==> src/rtl/bounce_pkg.sv <==
// Shared types and constants for the push-button bounce emulator and its LFSR.
// Latency: not applicable (declarations only).
// Backpressure: not applicable.
package bounce_pkg;

    typedef enum logic [1:0] {
        IDLE   = 2'd0,
        GLITCH = 2'd1,
        SETTLE = 2'd2
    } bounce_state_t;

    localparam logic [15:0] LFSR_MASK         = 16'hB400;
    localparam logic [15:0] LFSR_SEED_DEFAULT = 16'hACE1;
    localparam int          TOGGLE_CNT_W      = 8;

    // One step of the right-shifting Galois LFSR: feedback taps applied when bit 0 falls out.
    function automatic logic [15:0] lfsr_next(input logic [15:0] cur);
        lfsr_next = {1'b0, cur[15:1]} ^ (cur[0] ? LFSR_MASK : 16'h0000);
    endfunction

endpackage

==> src/rtl/bounce_gen_lfsr16.sv <==
// Free-running 16-bit Galois LFSR, restarted from SEED by reset.
// Latency: state advances one step every clock out of reset.
// Backpressure: none; it never stalls.
module lfsr16
    import bounce_pkg::*;
#(
    parameter logic [15:0] SEED = LFSR_SEED_DEFAULT
) (
    input  logic        clk,
    input  logic        rst,
    output logic [15:0] state
);

    always_ff @(posedge clk or negedge rst) begin
        if (!rst) begin
            state <= SEED;
        end else begin
            state <= lfsr_next(state);
        end
    end

endmodule

==> src/rtl/bounce_gen.sv <==
// Push-button bounce emulator: a clean level change becomes a burst of random-width glitches, then a settle.
// Latency: first pb_out edge 1 cycle after level_in, 3 cycles when BOUNCE_GEN_SYNC_EN adds a 2-flop synchronizer.
// Backpressure: none; level_in is ignored while busy and a leftover mismatch starts a new burst once idle.
module bounce_gen
    import bounce_pkg::*;
#(
    parameter int          NB_W          = 4,
    parameter int          GLITCH_W      = 4,
    parameter int          SETTLE_CYCLES = 16,
    parameter logic [15:0] LFSR_SEED     = LFSR_SEED_DEFAULT
) (
    input  logic                    clk,
    input  logic                    rst,
    input  logic                    level_in,
    input  logic [NB_W-1:0]         n_bounces,
    output logic                    pb_out,
    output logic                    busy,
    output logic                    done,
    output logic [TOGGLE_CNT_W-1:0] toggle_cnt
);

    localparam int SETTLE_W = (SETTLE_CYCLES > 1) ? $clog2(SETTLE_CYCLES) : 1;
    localparam int SEG_W    = (GLITCH_W > SETTLE_W) ? GLITCH_W : SETTLE_W;

    localparam logic [SEG_W-1:0]        SETTLE_LOAD = SEG_W'(SETTLE_CYCLES - 1);
    localparam logic [SEG_W-1:0]        SEG_ONE     = SEG_W'(1);
    localparam logic [GLITCH_W:0]       WIDTH_ONE   = {{GLITCH_W{1'b0}}, 1'b1};
    localparam logic [NB_W-1:0]         NB_ONE      = NB_W'(1);
    localparam logic [TOGGLE_CNT_W-1:0] TCNT_ONE    = TOGGLE_CNT_W'(1);

    bounce_state_t state_q, state_d;

    logic [15:0]             lfsr_q;
    logic                    lfsr_unused;
    logic                    level_s;
    logic                    pb_q, pb_d;
    logic                    busy_q, busy_d;
    logic                    done_q, done_d;
    logic                    target_q, target_d;
    logic [TOGGLE_CNT_W-1:0] tcnt_q, tcnt_d, tcnt_inc;
    logic [SEG_W-1:0]        seg_q, seg_d, seg_reload;
    logic [NB_W-1:0]         left_q, left_d;
    logic [GLITCH_W:0]       glitch_width;
    logic                    start, seg_zero, returning, last_return;

    lfsr16 #(
        .SEED (LFSR_SEED)
    ) u_lfsr (
        .clk   (clk),
        .rst   (rst),
        .state (lfsr_q)
    );

    // Only the low GLITCH_W bits pick a segment width; the rest just feed the sequence.
    assign lfsr_unused = ^lfsr_q[15:GLITCH_W];

`ifdef BOUNCE_GEN_SYNC_EN
    logic [1:0] sync_q;

    always_ff @(posedge clk or negedge rst) begin
        if (!rst) begin
            sync_q <= 2'b00;
        end else begin
            sync_q <= {sync_q[0], level_in};
        end
    end

    assign level_s = sync_q[1];
`else
    assign level_s = level_in;
`endif

    // Width is computed one bit wider so an all-ones LFSR slice yields 2^GLITCH_W, not 0.
    assign glitch_width = {1'b0, lfsr_q[GLITCH_W-1:0]} + WIDTH_ONE;
    assign seg_reload   = SEG_W'(glitch_width - WIDTH_ONE);

    assign tcnt_inc    = (tcnt_q == '1) ? tcnt_q : tcnt_q + TCNT_ONE;
    assign start       = (state_q == IDLE) && (level_s != pb_q);
    assign seg_zero    = (seg_q == '0);
    assign returning   = (pb_q != target_q);
    assign last_return = seg_zero && returning && (left_q == NB_ONE);

    always_ff @(posedge clk or negedge rst) begin
        if (!rst) begin
            state_q <= IDLE;
        end else begin
            state_q <= state_d;
        end
    end

    always_comb begin
        state_d = state_q;
        case (state_q)
            IDLE: begin
                if (start) begin
                    state_d = (n_bounces == '0) ? SETTLE : GLITCH;
                end
            end
            GLITCH: begin
                if (last_return) begin
                    state_d = SETTLE;
                end
            end
            SETTLE: begin
                if (seg_zero) begin
                    state_d = IDLE;
                end
            end
            default: state_d = IDLE;
        endcase
    end

    always_comb begin
        pb_d     = pb_q;
        busy_d   = busy_q;
        done_d   = 1'b0;
        target_d = target_q;
        tcnt_d   = tcnt_q;
        seg_d    = seg_q;
        left_d   = left_q;
        case (state_q)
            IDLE: begin
                if (start) begin
                    target_d = level_s;
                    pb_d     = level_s;
                    left_d   = n_bounces;
                    tcnt_d   = TCNT_ONE;
                    busy_d   = 1'b1;
                    seg_d    = (n_bounces == '0) ? SETTLE_LOAD : seg_reload;
                end
            end
            GLITCH: begin
                if (seg_zero) begin
                    pb_d   = ~pb_q;
                    tcnt_d = tcnt_inc;
                    // A bounce completes on the toggle that lands back on target.
                    if (returning && (left_q == NB_ONE)) begin
                        seg_d = SETTLE_LOAD;
                    end else if (returning) begin
                        left_d = left_q - NB_ONE;
                        seg_d  = seg_reload;
                    end else begin
                        seg_d = seg_reload;
                    end
                end else begin
                    seg_d = seg_q - SEG_ONE;
                end
            end
            SETTLE: begin
                if (seg_zero) begin
                    done_d = 1'b1;
                    busy_d = 1'b0;
                end else begin
                    seg_d = seg_q - SEG_ONE;
                end
            end
            default: begin
                busy_d = 1'b0;
            end
        endcase
    end

    always_ff @(posedge clk or negedge rst) begin
        if (!rst) begin
            pb_q     <= 1'b0;
            busy_q   <= 1'b0;
            done_q   <= 1'b0;
            target_q <= 1'b0;
            tcnt_q   <= '0;
            seg_q    <= '0;
            left_q   <= '0;
        end else begin
            pb_q     <= pb_d;
            busy_q   <= busy_d;
            done_q   <= done_d;
            target_q <= target_d;
            tcnt_q   <= tcnt_d;
            seg_q    <= seg_d;
            left_q   <= left_d;
        end
    end

    assign pb_out     = pb_q;
    assign busy       = busy_q;
    assign done       = done_q;
    assign toggle_cnt = tcnt_q;

endmodule

==> config.mk <==
export PLATFORM = sky130hd
export DESIGN_NAME = bounce_gen
export DESIGN_NICKNAME = d
export VERILOG_FILES = /design/src/rtl/bounce_pkg.sv /design/src/rtl/bounce_gen_lfsr16.sv /design/src/rtl/bounce_gen.sv
export SDC_FILE = /design/constraint.sdc
export NUM_CORES = 1
export LEC_CHECK = 0
export ABC_AREA = 1
export CAP_MARGIN = 20
export CORE_MARGIN = 2
export CORE_UTILIZATION = 48
export DETAILED_ROUTE_END_ITERATION = 8
export PLACE_DENSITY_LB_ADDON = 0.12
export SYNTH_ARGS = -nofsm -noshare
export SYNTH_HDL_FRONTEND = slang
export SYNTH_SLANG_ARGS = --single-unit
==> constraint.sdc <==
create_clock -name clk -period 3.9 [get_ports clk]
set_clock_uncertainty 0.1 [all_clocks]
set_input_delay 0.585 -clock clk [delete_from_list [all_inputs] [get_ports clk]]
set_output_delay 0.585 -clock clk [all_outputs]
set_load 0.005 [all_outputs]
### After elaboration in Yosys (flattened, before gate mapping)

Cells that the tools add are included.

* register bits: 38
* output and inout bits: 11
* input bits: 7
* logic and storage cells: 76

* bitwise operators: 3
* reductions and logical operators: 16
* eq/ne operators: 14
* add/subtract/negate cells: 5
* multiplexer cells: 29

Operator list (count)
* $mux 4: 9
* $mux 8: 3
* $mux 16: 1
* $ne 2x2->1 const B: 8
* $pmux 8 s2: 1
* $xor 15x16->16: 1
* $pmux 4 s3: 1
* $reduce_and 3->1: 4
* $sub 4x1->4 const B: 3
* $add 8x1->8 const B: 1
* $eq 8x8->1 const B: 1
* $logic_not 4->1: 2
* $mux 2: 4
* $pmux 4 s2: 1
* $mux 1: 6
* $pmux 2 s3: 1
* $reduce_and 5->1: 1
* $add 4x1->4 const B: 1
* $eq 4x1->1 const B: 1
* $logic_and 1x1->1: 4
* $reduce_and 4->1: 1
* $pmux 1 s3: 1
* $reduce_bool 3->1: 1
* $eq 2x1->1 const B: 1
* 7 further kinds: 9

### Depth between registers and ports, before layout

Gate-level depths: netlist of run 1.

* depth after elaboration: 5
* mapped depth: 10
* depth with buffers taken out: 10

### Hierarchy

Synthesis of run 1 repeated with hierarchy kept, for this count alone.

* cells, all modules: 263
* area total of the unflattened synthesis: 2073.2 µm²

By module, submodules not included
* bounce_gen: seq. area each 550.5 µm², cells an instance 234, times used 1, area an instance 1614.0 µm²
* lfsr16: seq. area each 410.4 µm², cells an instance 29, times used 1, area an instance 459.2 µm²

### Worst setup path after synthesis of run 1

No wires, ideal clock.

* path kind: flip-flop to flip-flop
* start: register state_q[1]
* end: register tcnt_q[5] (netlist: toggle_cnt[5])
* buffers on the path: 1
* required time: 3.735 ns
* arrival time: 1.336 ns
* period minus slack after synthesis: 1.500 ns
* setup slack: 2.400 ns
* cell stages (with the launch flop): 10
* path through: dfrtp_1 -> inv_1 -> ha_1 -> buf_6 -> nand2_1 -> nor3_4 -> inv_2 -> nand2_4 -> nand2_1 -> nand2_1

* cells in the longest elaborated chain, start to end: 4
* elaborated cells between the ends (all ways): 9

Ends and longest elaborated chain
* from (decl): RTL line bounce_gen.sv:31 `bounce_state_t state_q, state_d;`
* from (signal assigned): RTL line bounce_gen.sv:87 `state_q <= state_d;`
* $logic_not 2->1: RTL line bounce_gen.sv:78, bounce_gen.sv:121
* $logic_and 1x1->1: RTL line bounce_gen.sv:78 `assign start = (state_q == IDLE) && (level_s != pb_q);`
* $ne 2x2->1 (no line)
* $reduce_and 4->1 (no line)
* to (signal assigned): RTL line bounce_gen.sv:177 `tcnt_q <= tcnt_d;`
* to (decl): RTL line bounce_gen.sv:40 `logic [TOGGLE_CNT_W-1:0] tcnt_q, tcnt_d, tcnt_inc;`

Several ways; a longest one is shown, not always the timed one.
A chain may end at the register's enable or synchronous reset.

### Final worst setup path of run 1

* start: register state_q[1]
* end: register tcnt_q[4] (netlist: toggle_cnt[4])

The elaborated chain is that of the path after synthesis.

==> summary.md, run 1 <==
| Metric | Value |
|---|---|
| Run status | completed |
| IO Pins | 18 |
| Initial DRC Count | 66 |
| Core area | 4294 sq um |
| HPWL after DPL | 2.835 mm |
| # DRC | 0 |
| Number of global-route vias before repair | approximately 1600 |
| CTS tree | built |
| Worst path slowest cell | ha_1 |
| Final Total Pwr | 0.001911 W |
| Finished Core Util | 57.02% |
| Drt pass-1 iters | 4 |
| Post-Syn Area per Cell | 8.169 sq um |
| Initial antenna violation count | 0 |
| Clock tree buffer depth | 2 |
| Peak VDD IR | 0.0003874 V |
| Post-route antenna net violation count | 0 |
| Commonest non-fill, non-tap cells in the layout | 93 x nand2_1, 30 x dfrtp_1, 22 x inv_1 |
| Cell mode on critical path | nand2_1 |
| Post-CTS Resized | 0 |
| P_leak | 1.267 nW |
| Finished Layout Cells | 331 |
| Inst Count DP | between 300 and 400 |
| Clk slew on worst S/H paths | 80 ps |
| Syn Std Cell Area | 2100 sq um |
| PwrDens | ~780 nW/um^2 |
| Register area share after synthesis | approximately 46% |
| Initial Util | around 50% |
| Total GRT Usage | between 10% and 20% |
| Reg2reg path depth | 8 |
| CP arrival | 2200 ps |
| Post-route setup slack | 1835 ps |
| Crit path kind | reg2reg |
| Critical Path Fanout Max | 19 |
| Setup WS pre-CTS | 1805 ps |
| Yosys top cell area share | 35.76% |
| Vias post-DR | 1621 |
| RePlAce Congestion | 0.8089 |
| Area growth syn-to-layout | 16.63% |
| # diodes | 0 |
| Netlist cell types | 30 |
| RR Startpoint | state_q[1]$_DFFE_PN0P_ |
| Syn Nets | 273 |
| NumNets Final | 294 |
| Sink Count | 38 |
| Slew margin rel. | 44.82% |
| Setup TNS | 0 ps |
| CP peak stage delay | 460 ps |
| Hold buffer count at cts | 0 |
| Setup violators final | 0 |
| H-tree depth | 2 |
| Via/cell ratio | 4.897 |
| Proportion of layout cells with a drive suffix above 1 | 14.70% |
| Synthesized flop and latch total | 38 |
| Crit. Startpoint | state_q[1]$_DFFE_PN0P_ |
| Port Buffers | 17 |
| RSZ-0062 raised after global routing | false |
| Largest net degree at the start of global routing | 39 |
| Max-slew violation count | 0 |
| Post-CTS setup buffer count | 0 |
| Row cnt | 24 |
| Clock Latency Late Sink | roughly 290 ps |
| Critical path endpoint category | flop |
| Max_cap viols | 0 |
| Congestion Overflow GR | 0 |
| Yosys top cell by area | dfrtp_1 |
| CTS buffer count | 5 |
| Worst reg2reg path endpoint | toggle_cnt[4]$_DFFE_PN0P_ |
| Commonest non-fill, non-tap cell in the layout | nand2_1 |
| Root Buffer | clkbuf_8 |
| Die Area | 4919 sq um |
| Mean routed wirelength per cell | 11.96 um |
| HP Class | reg2reg |
| CP Cell Sequence | inv_1 > ha_1 > inv_2 > nand2_1 > nand3_4 > nor2_4 > nand2_1 > nand2_1 |
| Maximum clock frequency | 484.2 MHz |
| Fin. Hold Viols | 0 |
| Die Height | 70.14 um |
| Final wirelength | 3.958 mm |
| Flop2flop setup slack | between 1500 and 2000 ps |
| Synth Instances | between 200 and 300 |
| Top cells by area, synth | dfrtp_1 36%, nand2_1 17%, dfstp_2 10% |
| YS warnings | 0 |
| Final cycle utilization of the critical path | 52.95% |
| Min cycle time layout | 2065 ps |
| Die boundary width | 70.14 um |
| Worst setup path endpoint | toggle_cnt[4]$_DFFE_PN0P_ |
| Startpoint Class | flop |
| Worst slew pin tran | approximately 830 ps |
| First-pass GRT wire length | 7.058 mm |
| Worst Path Required | 4030 ps |
==> worst max-delay path, delay by kind of cell (launching register included) <==
| kind | cells | cell delay (ps) |
|---|---|---|
| simple gates | 5 | 670 |
| fa+ha+maj | 1 | 460 |
| flops | 1 | 420 |
| buf+inv | 2 | 350 |
==> layer usage <==
metal	global-route usage (%)	routed length (um)
met5	0	0
met2	30.05	1937
met3	4.329	146
met1	23.27	1809
met4	7.051	63
==> report_power, final <==
group	total (W)	internal [W]	leakage (nW)	switching, W
sequential	0.000552	0.000477	0.478	0.0000754
clock	0.000399	0.000256	0.0683	0.000143
combinational	0.000959	0.000360	0.720	0.000599
==> stage by stage <==
step / instance area (sq um) / hold WS, ps
after floorplan: 2100 / 189.4
after global placement: 2311 / 235.8
after detailed placement: 2311 / 241.0
after CTS: 2449 / 258.5
after global routing: 2449 / 265.6
final: 2449 / 256.6
==> kinds of logic (layout without fill, tap and decap cells) <==
logic type,after synthesis,in the layout,share of synthesized area [%]
and+or+nand+nor,151,151,34.21
DFF,38,38,45.77
buffers and inverters,33,55,6.496
AOI/OAI and AO/OA,18,18,4.827
adders and majority gates,9,9,5.364
xor gates and xnor gates,8,8,3.337
==> synthesized netlist by cell type <==
library cell and number:
nor2_2 1, nand2_1 93, nor3b_1 3, dfrtp_1 30, nor2_4 1, clkbuf_1 2
o211ai_2 1, nor3_1 1, a21oi_1 3, clkinv_4 1, nand3b_4 1, xnor2_1 3
or2_2 1, nor2_1 20, nand3_4 2, nand2_2 3, inv_1 22, o21bai_1 1
nor3_4 1, xor2_1 5, nand2_4 4, ha_1 9, dfstp_2 8, buf_6 1
a31oi_1 1, o21ai_0 12, nand4_1 2, nand3_2 1, nand3_1 17, inv_2 7
==> state kept, by name, summed over array words and instances, names as in the netlist <==
signal and flops:
left_q 4, pb_out 1, target_q 1, toggle_cnt 8, done 1, state_q 2, busy 1, seg_q 4
u_lfsr.state 16
==> how the worst min path moves through the flow <==
| stage | start | end | slack (ps) | cells after the start |
|---|---|---|---|---|
| after floorplan | rst | busy$_DFFE_PN0P_ | 190 | 0 |
| after global placement | u_lfsr.state[9]$_DFF_PN0_ | u_lfsr.state[8]$_DFF_PN0_ | 240 | 0 |
| after detailed placement | u_lfsr.state[12]$_DFF_PN0_ | u_lfsr.state[11]$_DFF_PN1_ | 240 | 0 |
| after CTS | u_lfsr.state[9]$_DFF_PN0_ | u_lfsr.state[8]$_DFF_PN0_ | 260 | 0 |
| after global routing | u_lfsr.state[6]$_DFF_PN1_ | u_lfsr.state[5]$_DFF_PN1_ | 270 | 0 |
| final | u_lfsr.state[9]$_DFF_PN0_ | u_lfsr.state[8]$_DFF_PN0_ | 260 | 0 |
==> layout make-up <==
class	instances	area, sq um
clock buffers	5	68.82
clock inverters	3	68.82
fillers	413	1846
inverters	30	117.6
multi-input cells	186	1002
flip-flops and latches	38	960.9
well taps	52	65.06
repair buffers	17	165.2
Note: power is estimated with default switching activity, not from simulation.
==> inputs of run 2 (changes only) <==
Clock period 3.9 ns to 2.1 ns, I/O delays scaled along.
==> summary.md, run 2 (synthesis results as in run 1) <==
| Metric | Value |
|---|---|
| Run status | completed (unchanged) |
| Post-CTS Resized | 0 (unchanged) |
| Startpoint Class | flop (unchanged) |
| Setup violators final | 0 (unchanged) |
| Footprint of the multi-input gates | 1002 sq um (unchanged) |
| NumNets Final | 298 (was 294) |
| Initial antenna violation count | 0 (unchanged) |
| Clock power frac | 15.5% (was 20.9%) |
| Clk slew on worst S/H paths | 80 ps (about the same) |
| Congestion Overflow GR | 0 (unchanged) |
| Row cnt | 24 (unchanged) |
| Final cycle utilization of the critical path | 82.30% (was 52.95%) |
| Seq pwr share | 30.4% (was 28.9%) |
| Maximum clock frequency | 578.6 MHz (was 484.2 MHz) |
| Port Buffers | 17 (unchanged) |
| Reg2reg path depth | 8 (unchanged) |
| HPWL after DPL | 2.881 mm (was 2.835 mm) |
| Max_cap viols | 0 (unchanged) |
| Via/cell ratio | 4.925 (was 4.897) |
| Critical Path Fanout Max | 10 (was 19) |
| Initial Util | 48.89% (unchanged) |
| P_leak | 1.264 nW (was 1.267 nW) |
| Post-route antenna net violation count | 0 (unchanged) |
| Finished Core Util | 56.79% (was 57.02%) |
| Reg with most FFs | u_lfsr.state (unchanged) |
| Number of global-route vias before repair | 1592 (was 1557) |
| CP arrival | 1860 ps (was 2200 ps) |
| Hold depth | 0 (unchanged) |
| Die boundary width | 70.14 um (unchanged) |
| Commonest non-fill, non-tap cell in the layout | nand2_1 (unchanged) |
| Sink Count | 38 (unchanged) |
| Commonest non-fill, non-tap cells in the layout | 93 x nand2_1, 30 x dfrtp_1, 22 x inv_1 (unchanged) |
| # DRC | 0 (unchanged) |
| CTS buffer count | 5 (unchanged) |
| # diodes | 0 (unchanged) |
| Worst slew pin tran | 483.6 ps (was 827.7 ps) |
| Die Height | 70.14 um (unchanged) |
| Worst Path Required | 2230 ps (was 4030 ps) |
| Mean routed wirelength per cell | 12.14 um (was 11.96 um) |
| Max-slew violation count | 0 (unchanged) |
| Drt pass-1 iters | 4 (unchanged) |
| Min cycle time layout | 1728 ps (was 2065 ps) |
| Die Area | 4919 sq um (unchanged) |
| Area growth syn-to-layout | 16.15% (was 16.63%) |
| IO Pins | 18 (unchanged) |
| PwrDens | 1384 nW/um^2 (was 780.4 nW/um^2) |
| Proportion of layout cells with a drive suffix above 1 | 15.55% (was 14.70%) |
| Peak VDD IR | 0.0006982 V (was 0.0003874 V) |
| Slew margin rel. | 67.76% (was 44.82%) |
| Fin. Hold Viols | 0 (unchanged) |
| H-tree depth | 2 (unchanged) |
| Clock Latency Late Sink | 290 ps (about the same) |
| Sw frac | 45.28% (was 42.78%) |
| Root Buffer | clkbuf_8 (unchanged) |
| Vias post-DR | 1650 (was 1621) |
| RSZ-0062 raised after global routing | false (unchanged) |
| P_int | 0.001846 W (was 0.001093 W) |
| Seq. cell area | 960.9 sq um (unchanged) |
| Crit path kind | reg2reg (unchanged) |
| Combinational Power Share | 54.0% (was 50.2%) |
| P_sw | 0.001528 W (was 0.0008175 W) |
| Initial DRC Count | 71 (was 66) |
| Max reg flops | 16 (unchanged) |
| Hold buffer count at cts | 1 (was 0) |
| First-pass GRT wire length | 7.238 mm (was 7.058 mm) |
| Critical path endpoint category | flop (unchanged) |
| Setup TNS | 0 ps (unchanged) |
| Final wirelength | 4.067 mm (was 3.958 mm) |
| RePlAce Congestion | 0.8281 (was 0.8089) |
| CTS tree | built (unchanged) |
| Largest net degree at the start of global routing | 39 (unchanged) |
| Clock tree buffer depth | 2 (unchanged) |
| Fill count | 392 (was 413) |
| HP Class | reg2reg (unchanged) |
| Total GRT Usage | 18.42% (was 18.25%) |
| Post-CTS setup buffer count | 0 (unchanged) |
| Core area | 4294 sq um (unchanged) |
==> run 2: changes by cell type in the layout (fill, tap and decap cells not counted) <==
cell,change
buf_4,+3
clkinv_2,+1
clkinvlp_4,+1
dlygate4sd3_1,+1
clkinv_4,-1
clkbuf_8,+1
bufinv_16,-2
==> run 2: final cells by class <==
| class | instances | share of cell area [%] |
|---|---|---|
| Clock buffer | 6 | 3.386 |
| Clock inverter | 2 | 0.5131 |
| Inverter | 30 | 4.823 |
| Multi-Input combinational cell | 186 | 41.10 |
| Sequential cell | 38 | 39.40 |
| Tap cell | 52 | 2.668 |
| Timing Repair Buffer | 21 | 8.107 |
==> run 2: per-layer routing <==
layer	global-route usage [%]	routed length (um)	vias to the layer above	part of all wire, %
li1	-	-	853	-
met1	24.88	2026	779	50
met2	29.74	1930	14	47
met3	4.618	79	4	1.9
met4	4.701	29	0	0.71
met5	0	0	-	0
==> run 2: worst paths after layout <==
kind,start,to,slack (ps)
setup / recovery,state_q[1]$_DFFE_PN0P_,toggle_cnt[0]$_DFFE_PN0P_,370
hold / removal,u_lfsr.state[6]$_DFF_PN1_,u_lfsr.state[5]$_DFF_PN1_,250
setup reg to reg,state_q[1]$_DFFE_PN0P_,toggle_cnt[0]$_DFFE_PN0P_,370
hold reg to reg,u_lfsr.state[6]$_DFF_PN1_,u_lfsr.state[5]$_DFF_PN1_,250
max in group asynchronous,rst,u_lfsr.state[6]$_DFF_PN1_,1030
min in group asynchronous,rst,busy$_DFFE_PN0P_,500
==> run 2: power by group through the flow <==
stage	Sequential (W)	Clock (W)	Combinational [W]
2_1_floorplan	0.00101	0	0.00140
6_report	0.00103	0.000524	0.00182
5_1_grt	0.00105	0.000572	0.00210
3_5_place_dp	0.00104	0	0.00184
3_3_place_gp	0.00104	0	0.00180
4_1_cts	0.00103	0.000545	0.00185
==> run 2: per-stage QoR <==
| step | setup WS [ps] | hold WS, ps | total power, W | std cells | area [sq um] |
|---|---|---|---|---|---|
| finish | 371.8 | 251.8 | 0.003374 | 335 | 2439 |
| global route | 192.8 | 262.7 | 0.003722 | 335 | 2439 |
| CTS | 313.6 | 253.6 | 0.003415 | 335 | 2439 |
| detailed placement | 312.7 | 238.9 | 0.002872 | 326 | 2333 |
| global placement | 347.9 | 236.5 | 0.002835 | 326 | 2333 |
| floorplan | 599.5 | -80.59 | 0.002412 | 257 | 2100 |
==> run 2: worst max-delay path, cell delays in order, from the launching register on <==
cell     delay [ps]
dfrtp_1         420
inv_1            90
ha_1            290
inv_2           150
nand2_1         130
nand3_4         110
nor2_4          220
nand2_1          90
nand2_1          70
==> inputs of run 3 (changes only) <==
Clock period 2.1 ns to 1.46 ns, I/O delays scaled along.
==> summary.md, run 3 (synthesis results as in run 1) <==
| Metric | Value |
|---|---|
| Max_cap viols | 0 (unchanged) |
| HPWL after DPL | 3.031 mm (was 2.881 mm) |
| Run status | complete, but fails checks (was completed) |
| H-tree depth | 2 (unchanged) |
| Final Total Pwr | 0.005959 W (was 0.003374 W) |
| Clock power frac | 12.9% (was 15.5%) |
| CP arrival | 1630 ps (was 1860 ps) |
| Mean routed wirelength per cell | 11.95 um (was 12.14 um) |
| HP Class | reg2reg (unchanged) |
| Critical path endpoint category | flop (unchanged) |
| Setup violators final | 12 (was 0) |
| Post-route antenna net violation count | 0 (unchanged) |
| Initial antenna violation count | 0 (unchanged) |
| Initial Util | 48.89% (unchanged) |
| Placed Area | 2549 sq um (was 2333 sq um) |
| Worst Hold Margin | 247.1 ps (was 251.8 ps) |
| Clock tree buffer depth | 2 (unchanged) |
| Worst reg2reg path endpoint | toggle_cnt[2]$_DFFE_PN0P_ (was toggle_cnt[0]$_DFFE_PN0P_) |
| Cell area after layout | 2929 sq um (was 2439 sq um) |
| Flop2flop setup slack | -40 ps (was 370 ps) |
| IO Pins | 18 (unchanged) |
| Crit. Startpoint | toggle_cnt[1]$_DFFE_PN0P_ (was state_q[1]$_DFFE_PN0P_) |
| Startpoint Class | flop (unchanged) |
| Inst Count DP | 353 (was 326) |
| Seq pwr share | 24.1% (was 30.4%) |
| Largest net degree at the start of global routing | 39 (unchanged) |
| Crit path kind | reg2reg (unchanged) |
| Final cycle utilization of the critical path | 102.7% (was 82.30%) |
| CP peak stage delay | 360 ps (was 420 ps) |
| CP Cell Sequence | buf_6 > ha_4 > nand2_2 > inv_2 > nand3_4 > nor3_4 > inv_2 > nand2_8 > nand2_2 > nand2_1 (was inv_1 > ha_1 > inv_2 > nand2_1 > nand3_4 > nor2_4 > nand2_1 > nand2_1) |
| Slew margin rel. | 83.79% (was 67.76%) |
| Max-slew violation count | 0 (unchanged) |
| Final wirelength | 4.495 mm (was 4.067 mm) |
| Number of global-route vias before repair | 1723 (was 1592) |
| Area growth syn-to-layout | 39.51% (was 16.15%) |
| Drt pass-1 iters | 4 (unchanged) |
| Post-route setup slack | -39.74 ps (was 371.8 ps) |
| Finished Core Util | 68.21% (was 56.79%) |
| Reg with most FFs | u_lfsr.state (unchanged) |
| Finished Layout Cells | 376 (was 335) |
| Fin. Hold Viols | 0 (unchanged) |
| Clk slew on worst S/H paths | 80 ps (about the same) |
| CTS buffer count | 5 (unchanged) |
| Critical Path Fanout Max | 8 (was 10) |
| Proportion of layout cells with a drive suffix above 1 | 36.42% (was 15.55%) |
| First-pass GRT wire length | 7.624 mm (was 7.238 mm) |
| P_leak | 1.550 nW (was 1.264 nW) |
| Via/cell ratio | 4.848 (was 4.925) |
| Congestion Overflow GR | 0 (unchanged) |
| CP Depth | 10 (was 8) |
| Commonest non-fill, non-tap cells in the layout | 77 x nand2_1, 39 x buf_4, 28 x dfrtp_1 (was 93 x nand2_1, 30 x dfrtp_1, 22 x inv_1) |
| P_sw | 0.002587 W (was 0.001528 W) |
| Port Buffers | 17 (unchanged) |
| Peak VDD IR | 0.001045 V (was 0.0006982 V) |
| Reg2reg path depth | 10 (was 8) |
| Sw frac | 43.41% (was 45.28%) |
| Sink Count | 38 (unchanged) |
| Initial DRC Count | 63 (was 71) |
| Maximum clock frequency | 666.8 MHz (was 578.6 MHz) |
| Row cnt | 24 (unchanged) |
| P_int | 0.003372 W (was 0.001846 W) |
| Worst path slowest cell | dfrtp_1 (unchanged) |
| Vias post-DR | 1823 (was 1650) |
| Worst setup path endpoint | toggle_cnt[2]$_DFFE_PN0P_ (was toggle_cnt[0]$_DFFE_PN0P_) |
| Max reg flops | 16 (unchanged) |
| Die boundary width | 70.14 um (unchanged) |
| Root Buffer | clkbuf_8 (unchanged) |
| RR Startpoint | toggle_cnt[1]$_DFFE_PN0P_ (was state_q[1]$_DFFE_PN0P_) |
| Worst slew pin tran | 240.5 ps (was 483.6 ps) |
| Min cycle time layout | 1500 ps (was 1728 ps) |
| Clock Latency Late Sink | 290 ps (about the same) |
| Commonest non-fill, non-tap cell in the layout | nand2_1 (unchanged) |
| Die Height | 70.14 um (unchanged) |
| PwrDens | 2034 nW/um^2 (was 1384 nW/um^2) |
| NumNets Final | 339 (was 298) |
| CTS tree | built (unchanged) |
| Cell family with most CP delay | simple AND/OR/NAND/NOR gates (unchanged) |
| # DRC | 0 (unchanged) |
| Die Area | 4919 sq um (unchanged) |
| Combinational Power Share | 63.0% (was 54.0%) |
| RePlAce Congestion | 0.8890 (was 0.8281) |
| Failing checks | setup timing |
| Worst Path Required | 1590 ps (was 2230 ps) |
| RSZ-0062 raised after global routing | true (was false) |
| Worst Path Buf+Inv | 3 (was 2) |
| # diodes | 0 (unchanged) |
| Core area | 4294 sq um (unchanged) |
| Total GRT Usage | 19.63% (was 18.42%) |
run 3: what timing repair did:
item                                    4_1_cts  5_1_grt
buffers inserted                             11        3
endpoints found under the setup margin       28       20
pin swaps                                     5       13
resized for setup                            33       29
hold endpoints to repair                     30        0
hold buffers                                  1        0
run 3: how the worst min path moves through the flow:
stage,startpoint,end,slack (ps),cells past startpoint
after global routing,u_lfsr.state[7]$_DFF_PN1_,u_lfsr.state[6]$_DFF_PN1_,260,0
after CTS,u_lfsr.state[4]$_DFF_PN0_,u_lfsr.state[3]$_DFF_PN0_,250,0
after floorplan,rst,busy$_DFFE_PN0P_,-180,0
final,u_lfsr.state[7]$_DFF_PN1_,u_lfsr.state[6]$_DFF_PN1_,250,0
after detailed placement,rst,state_q[0]$_DFFE_PN0P_,100,2
after global placement,rst,busy$_DFFE_PN0P_,100,2
run 3: worst reg2reg max path, delay by kind of cell, from the launching register on:
| kind | cells | cell delay, ps |
|---|---|---|
| adders and majority gates | 1 | 130 |
| and+or+nand+nor | 6 | 580 |
| buffers and inverters | 3 | 270 |
| DFF | 1 | 360 |
run 3: final cells by class:
| type | count | area, sq um |
|---|---|---|
| fill | 347 | 1365 |
| multi-input combinational | 186 | 1165 |
| tap | 52 | 65.06 |
| clock buffer | 6 | 82.58 |
| clock inverter | 2 | 12.51 |
| sequential | 38 | 963.4 |
| inverter | 30 | 120.1 |
| timing repair buffer | 62 | 520.5 |
run 3: metal layers:
metal | global-route usage (%) | share of wire (%) | vias up
met4 | 5.769 | 0.67 | 0
met2 | 32.49 | 49 | 26
met3 | 4.329 | 3.1 | 2
met1 | 25.92 | 47 | 860
li1 | - | - | 935
met5 | 0 | 0 | -
run 3: power by group through the flow:
stage	Clock (W)	Sequential [W]	Combinational (W)
2_1_floorplan	0	0.00146	0.00202
3_3_place_gp	0	0.00144	0.00304
3_5_place_dp	0	0.00144	0.00309
4_1_cts	0.000791	0.00143	0.00343
5_1_grt	0.000837	0.00146	0.00416
6_report	0.000767	0.00144	0.00375
run 3: through the flow:
step	setup TNS (ps)	setup slack, ps
finish	-340.6	-39.74
global route	-1561	-118.9
CTS	-170.8	-31.30
detailed placement	-2999	-202.6
global placement	-2518	-166.8
floorplan	0	2.234
==> RTL edit 1: new RTL, flow settings as in run 3 <==
The 3 states of `bounce_state_t` get a one-hot encoding in 3 bits.
--- a/src/rtl/bounce_pkg.sv
+++ b/src/rtl/bounce_pkg.sv
@@ -4,8 +4,8 @@
 package bounce_pkg;
 
-    typedef enum logic [1:0] {
-        IDLE   = 2'd0,
-        GLITCH = 2'd1,
-        SETTLE = 2'd2
+    typedef enum logic [2:0] {
+        IDLE   = 3'b001,
+        GLITCH = 3'b010,
+        SETTLE = 3'b100
     } bounce_state_t;
 
Function: no difference found for any inputs over 10 cycles, from zero or initial values and one cycle with rst low; not proved beyond that.
==> RTL edit 1 against run 3 <==
- first-iteration DRC count rose by 33%
- routed wire length rose by 3.0%
- total power fell by 1.1%
- die area rose by 2.3%
- area after synthesis rose by 2.4%
- sequential power rose by 3%
- the run still ends with negative setup slack left
- non-clock buffer count rose by 9
- critical endpoint is now busy
- setup slack got worse by 0.090 ns
- sequential cell count rose by 1
- cell area rose by 3.7%
- clock power fell by 0.9%
- via count rose by 3.5%
==> RTL edit 1: results (changes against run 3) <==
Outcome:
- The flow ran to the end, but the final reports show violations.
- The checks that failed: negative setup slack.

Yosys:
- The gate count after technology mapping is 264 (+2.7%).
- The sequential share of the synthesized area is 45.9% (+0.16 points).
- By area the synthesized netlist is led by dfrtp_1 35%, nand2_1 16%, dfstp_2 11%.
- The number of nets produced by synthesis is 276 (+1.1%).
- The number of unique standard cell types used by synthesis is 27 (-10%).
- The number of warning messages in the yosys log is 0 (unchanged).
- By count the netlist is led by 91 x nand2_1, 30 x dfrtp_1, 23 x inv_1.
- The xor/xnor share of the synthesized area was 2.04% (-1.3 points).
- The compound-cell area share of the yosys netlist is 8.91% (+4.1 points).
- The synthesized-area fraction occupied by adder cells came to 2.91% (-2.5 points).

Drt:
- The first-iteration detailed-routing DRC count is 84 (+33%).
- The detail-routed via count per cell is 4.81 (-0.71%).
- The number of iterations in the first detailed-routing pass came to 4 (unchanged).
- The final routed wirelength across all metal layers is 4630 um (+3.0%).
- The number of nets with antenna violations after routing came to 0 (unchanged).

STA:
- The worst-case hold slack came to 0.252 ns (+0.00462 ns).
- The transition time at the pin with the least slew margin was 0.227 ns (-0.0138 ns).
- The setup TNS after final layout is -1.23 ns (-0.889 ns).
- The smallest setup slack after layout is -0.130 ns (-0.0901 ns).
- The total setup violations reported at the end of the flow is 18 (+6).

Critical path:
- The count of cells along the worst register-to-register path is 10 (unchanged).
- The critical path's largest stage delay is 0.38 ns (+0.02 ns).
- The critical path launch point is toggle_cnt[1].
- The cell family contributing the most delay on the critical path is simple AND/OR/NAND/NOR gates.
- The slowest stage of the critical path is the dfrtp_1 cell.
- The most critical setup path has its endpoint at busy.
- The arrival time at the worst endpoint came to 1.72 ns (+0.09 ns).

Layout:
- The fraction of final layout cells with drive strength greater than 1 is 39.4% (+3.0 points).
- The final net count was 351 (+3.5%).
- The filler-free cell count of the finished design is 392 (+4.3%).
- The register ranked first by flip-flop count is u_lfsr.state.
- The count of filler cells inserted in the layout is 349 (+0.58%).

Placement:
- The final weighted congestion in routability-driven placement is 0.831 (-6.6%).
- The cell count after placement is 368 (+4.2%).
- The half-perimeter wire length after placement is 3070 um (+1.2%).
- The placed standard-cell area is 2660 sq um (+4.5%).
- The worst setup slack before clock tree synthesis is -0.306 ns (-0.103 ns).

Power:
- The worst IR drop on VDD is 950 uV (-9.0%).
- The standby leakage power is 1.64 nW (+5.5%).

Clock tree:
- The number of H-tree levels came to 2 (unchanged).
- The buffer levels on the longest clock path is 2 (unchanged).
- The tree is rooted in a clkbuf_8.

Worst hold path:
- In this run the most critical hold path is launched from u_lfsr.state[6].
- For hold timing, the worst endpoint is u_lfsr.state[5].

Global route:
- The pin count of the biggest net entering global routing is 40 (+2.6%).
- The number of antenna violations at the first check in global routing was 0 (unchanged).
- The aggregate global-route resource usage was 20.5% (+0.90 points).
- The wire length of the first global-routing pass is 8110 um (+6.4%).
- The via count of the first global-routing pass came to 1,821 (+5.7%).
==> RTL edit 1: routing by layer <==
metal / up-vias / global-route usage [%] / wire length (um)
met5: - / 0 / 0
met1: 872 / 28.0 / 2200
met2: 30 / 32.4 / 2180
li1: 977 / - / -
met4: 0 / 7.97 / 82
met3: 8 / 4.13 / 171
==> RTL edit 1: cell families after synthesis <==
logic type      count (synthesis)
simple gates                  147
flops                          39
buf+inv                        37
fa+ha+maj                       5
xor+xnor                        5
compound gates                 31
==> RTL edit 1: repair_timing <==
| item | CTS | global route |
|---|---|---|
| hold buffers | 1 | 0 |
| endpoints found under the hold margin | 30 | 0 |
| cloned | 1 | 0 |
| resized for setup | 39 | 18 |
| setup endpoints to repair | 31 | 24 |
| setup buffers | 13 | 2 |
| pin swaps | 15 | 10 |
==> RTL edit 1: cell type report <==
cell class	instances	area, sq um	share of cell area (%)
Inverter	33	129	4.24
Multi-Input combinational cell	189	1120	37.0
Timing Repair Buffer	71	641	21.1
Clock inverter	3	23.8	0.783
Sequential cell	39	987	32.5
Clock buffer	5	68.8	2.27
Tap cell	52	65.1	2.14
==> RTL edit 1: power by group <==
part | switching, mW | total [mW] | internal (mW) | leakage, nW
Clock | 0.418 | 0.760 | 0.342 | 0.0408
Combinational | 1.97 | 3.64 | 1.67 | 1.10
Sequential | 0.182 | 1.49 | 1.31 | 0.491
==> RTL edit 1: worst reg2reg max path: stages (launching register included) <==
cell	delay, ns
dfrtp_1	0.38
buf_4	0.13
ha_1	0.18
inv_1	0.07
nor2_2	0.04
nand2_1	0.10
nand2_2	0.07
nand2_4	0.09
nand2_4	0.11
buf_4	0.16
o21ai_2	0.09
==> RTL edit 2: new RTL, settings of run 3 <==
Made on the original files. The option `BOUNCE_GEN_SYNC_EN` is turned on by a define.
--- a/src/rtl/bounce_gen.sv
+++ b/src/rtl/bounce_gen.sv
@@ -2,4 +2,6 @@
 // Latency: first pb_out edge 1 cycle after level_in, 3 cycles when BOUNCE_GEN_SYNC_EN adds a 2-flop synchronizer.
 // Backpressure: none; level_in is ignored while busy and a leftover mismatch starts a new burst once idle.
+`define BOUNCE_GEN_SYNC_EN
+
 module bounce_gen
     import bounce_pkg::*;
Formal check against the unedited RTL: not equivalent (Yosys sat finds a counterexample within 4 cycles, from zero or initial values and one cycle with rst low).
==> RTL edit 2 against run 3 <==
- the run still ends with negative setup slack left
- first-iteration DRC count is 9.5% higher
- critical path depth is 1 lower
- clock power is 2% higher
- synthesized cell count fell by 2.3%
- sequential cell count up 2
- routed wire length rose by 10%
- area after synthesis increased by 0.30%
- total power rose by 13%
- global-route usage is 1.0 points higher
- cell area up 6.6%
- setup slack got worse by 0.035 ns
- critical path type unchanged
- critical endpoint is now left_q[1]
- largest cell class unchanged
- largest power group unchanged
- highest routed layer unchanged
==> RTL edit 2: results (changes against run 3) <==
Global route:
- The wire length of the first global-routing pass was 7990 um (+4.8%).
- The aggregate global-route resource usage came to 20.6% (+1.0 points).
- The pin count of the biggest net entering global routing is 27 (-31%).
- The via count of the first global-routing pass is 1,781 (+3.4%).
- The global-route track usage on met2 is 33.0% (+0.53 points).
- The met1 capacity usage during global routing was 28.2% (+2.3 points).
- The met3 layer usage reported by global route is 3.75% (-0.58 points).

Power:
- The power in sequential cells is 1.53 mW (+6%).
- The standby leakage power was 1.60 nW (+2.9%).
- The worst IR drop on VDD is 1290 uV (+23%).
- The clock group share of total power was 11.7% (-1.2 points).
- The switching portion of total power is 44.1% (+0.67 points).
- The internal power component came to 3.76 mW (+12%).

Placement:
- The half-perimeter wire length after placement is 3200 um (+5.5%).
- The placed standard-cell area is 2590 sq um (+1.6%).
- The worst setup slack before clock tree synthesis came to -0.123 ns (+0.0792 ns).
- The cell count after placement is 345 (-2.3%).
- The final weighted congestion in routability-driven placement came to 0.769 (-13%).

Clock tree:
- The total CTS buffers is 5 (unchanged).
- The number of buffers inserted by post-CTS setup repair is 17 (+6).
- The post-CTS resize count is 44 (+33%).
- The clock transition at the registers of the reported paths is 0.08 ns (about the same).

STA:
- The worst-case hold slack was 0.256 ns (+0.00868 ns).
- The transition time at the pin with the least slew margin came to 0.390 ns (+0.149 ns).
- The setup TNS after final layout is -0.796 ns (-0.455 ns).
- The total setup violations reported at the end of the flow came to 17 (+5).
- The smallest setup slack after layout was -0.0747 ns (-0.0349 ns).

Critical path:
- The count of cells along the worst register-to-register path is 9 (-1).
- The arrival time at the worst endpoint is 1.67 ns (+0.04 ns).
- The highest fanout seen on the critical path is 4 (-4).
- In this run the critical register-to-register path is captured at left_q[1].
- The highest-delay cell along the critical path is dfrtp_2.
- The start of the worst register-to-register path is state_q[0].
- The critical path's largest stage delay is 0.45 ns (+0.09 ns).

Yosys:
- By count the netlist is led by 85 x nand2_1, 32 x dfrtp_1, 23 x inv_1.
- The number of nets produced by synthesis is 267 (-2.2%).
- Sorting the synthesized cells by area gives the leading types as dfrtp_1 38%, nand2_1 15%, dfstp_2 10%.
- The most frequently used flop master after synthesis is dfrtp_1.
- The gate count after technology mapping is 251 (-2.3%).
- The sequential share of the synthesized area is 48.0% (+2.2 points).
- The number of warning messages in the yosys log is 0 (unchanged).

Drt:
- The final routed wirelength across all metal layers is 4950 um (+10%).
- The first-iteration detailed-routing DRC count is 69 (+9.5%).
- The via count of the routed design came to 1,870 (+2.6%).
- The met1 routed wirelength after detailed routing is 2290 um (+8.0%).
- The detail-routed via count per cell is 4.97 (+2.6%).
- The detailed-routed wire length on met2 came to 2440 um (+11%).
- The number of iterations in the first detailed-routing pass is 4 (unchanged).
- The met3 wirelength from detailed routing came to 130 um (-7.1%).

Outcome:
- The flow ran to the end, but the final reports show violations.
- The final reports fail on negative setup slack.

Layout:
- The flip-flop count of the largest register, all copies and words added is 16 (unchanged).
- The fraction of final layout cells with drive strength greater than 1 is 42.3% (+5.9 points).
## RTL edit 2: worst max-delay path, delay by kind of cell, from the launching register on
family | cells | cell delay (ns)
adders and majority gates | 1 | 0.16
DFF | 1 | 0.45
and+or+nand+nor | 4 | 0.35
buffers and inverters | 3 | 0.27
AOI/OAI and AO/OA | 1 | 0.14
## RTL edit 2: layout make-up
cell class	count	area (sq um)
clock buffer	6	82.6
clock inverter	2	15.0
fill	309	1170
inverter	27	119
multi-input combinational	182	1250
sequential	40	1010
tap	52	65.1
timing repair buffer	67	573
## RTL edit 2: cell families (layout without fill, tap and decap cells)
group                    Yosys count  after routing  synth area share (%)
AO/OA/AOI/OAI                     19             19                  5.23
buffers and inverters             30            102                  5.70
flip-flops                        40             40                  48.0
AND/OR/NAND/NOR                  144            145                  32.0
XOR/XNOR                           9              9                  3.74
adder cells (fa/ha/maj)            9              9                  5.35
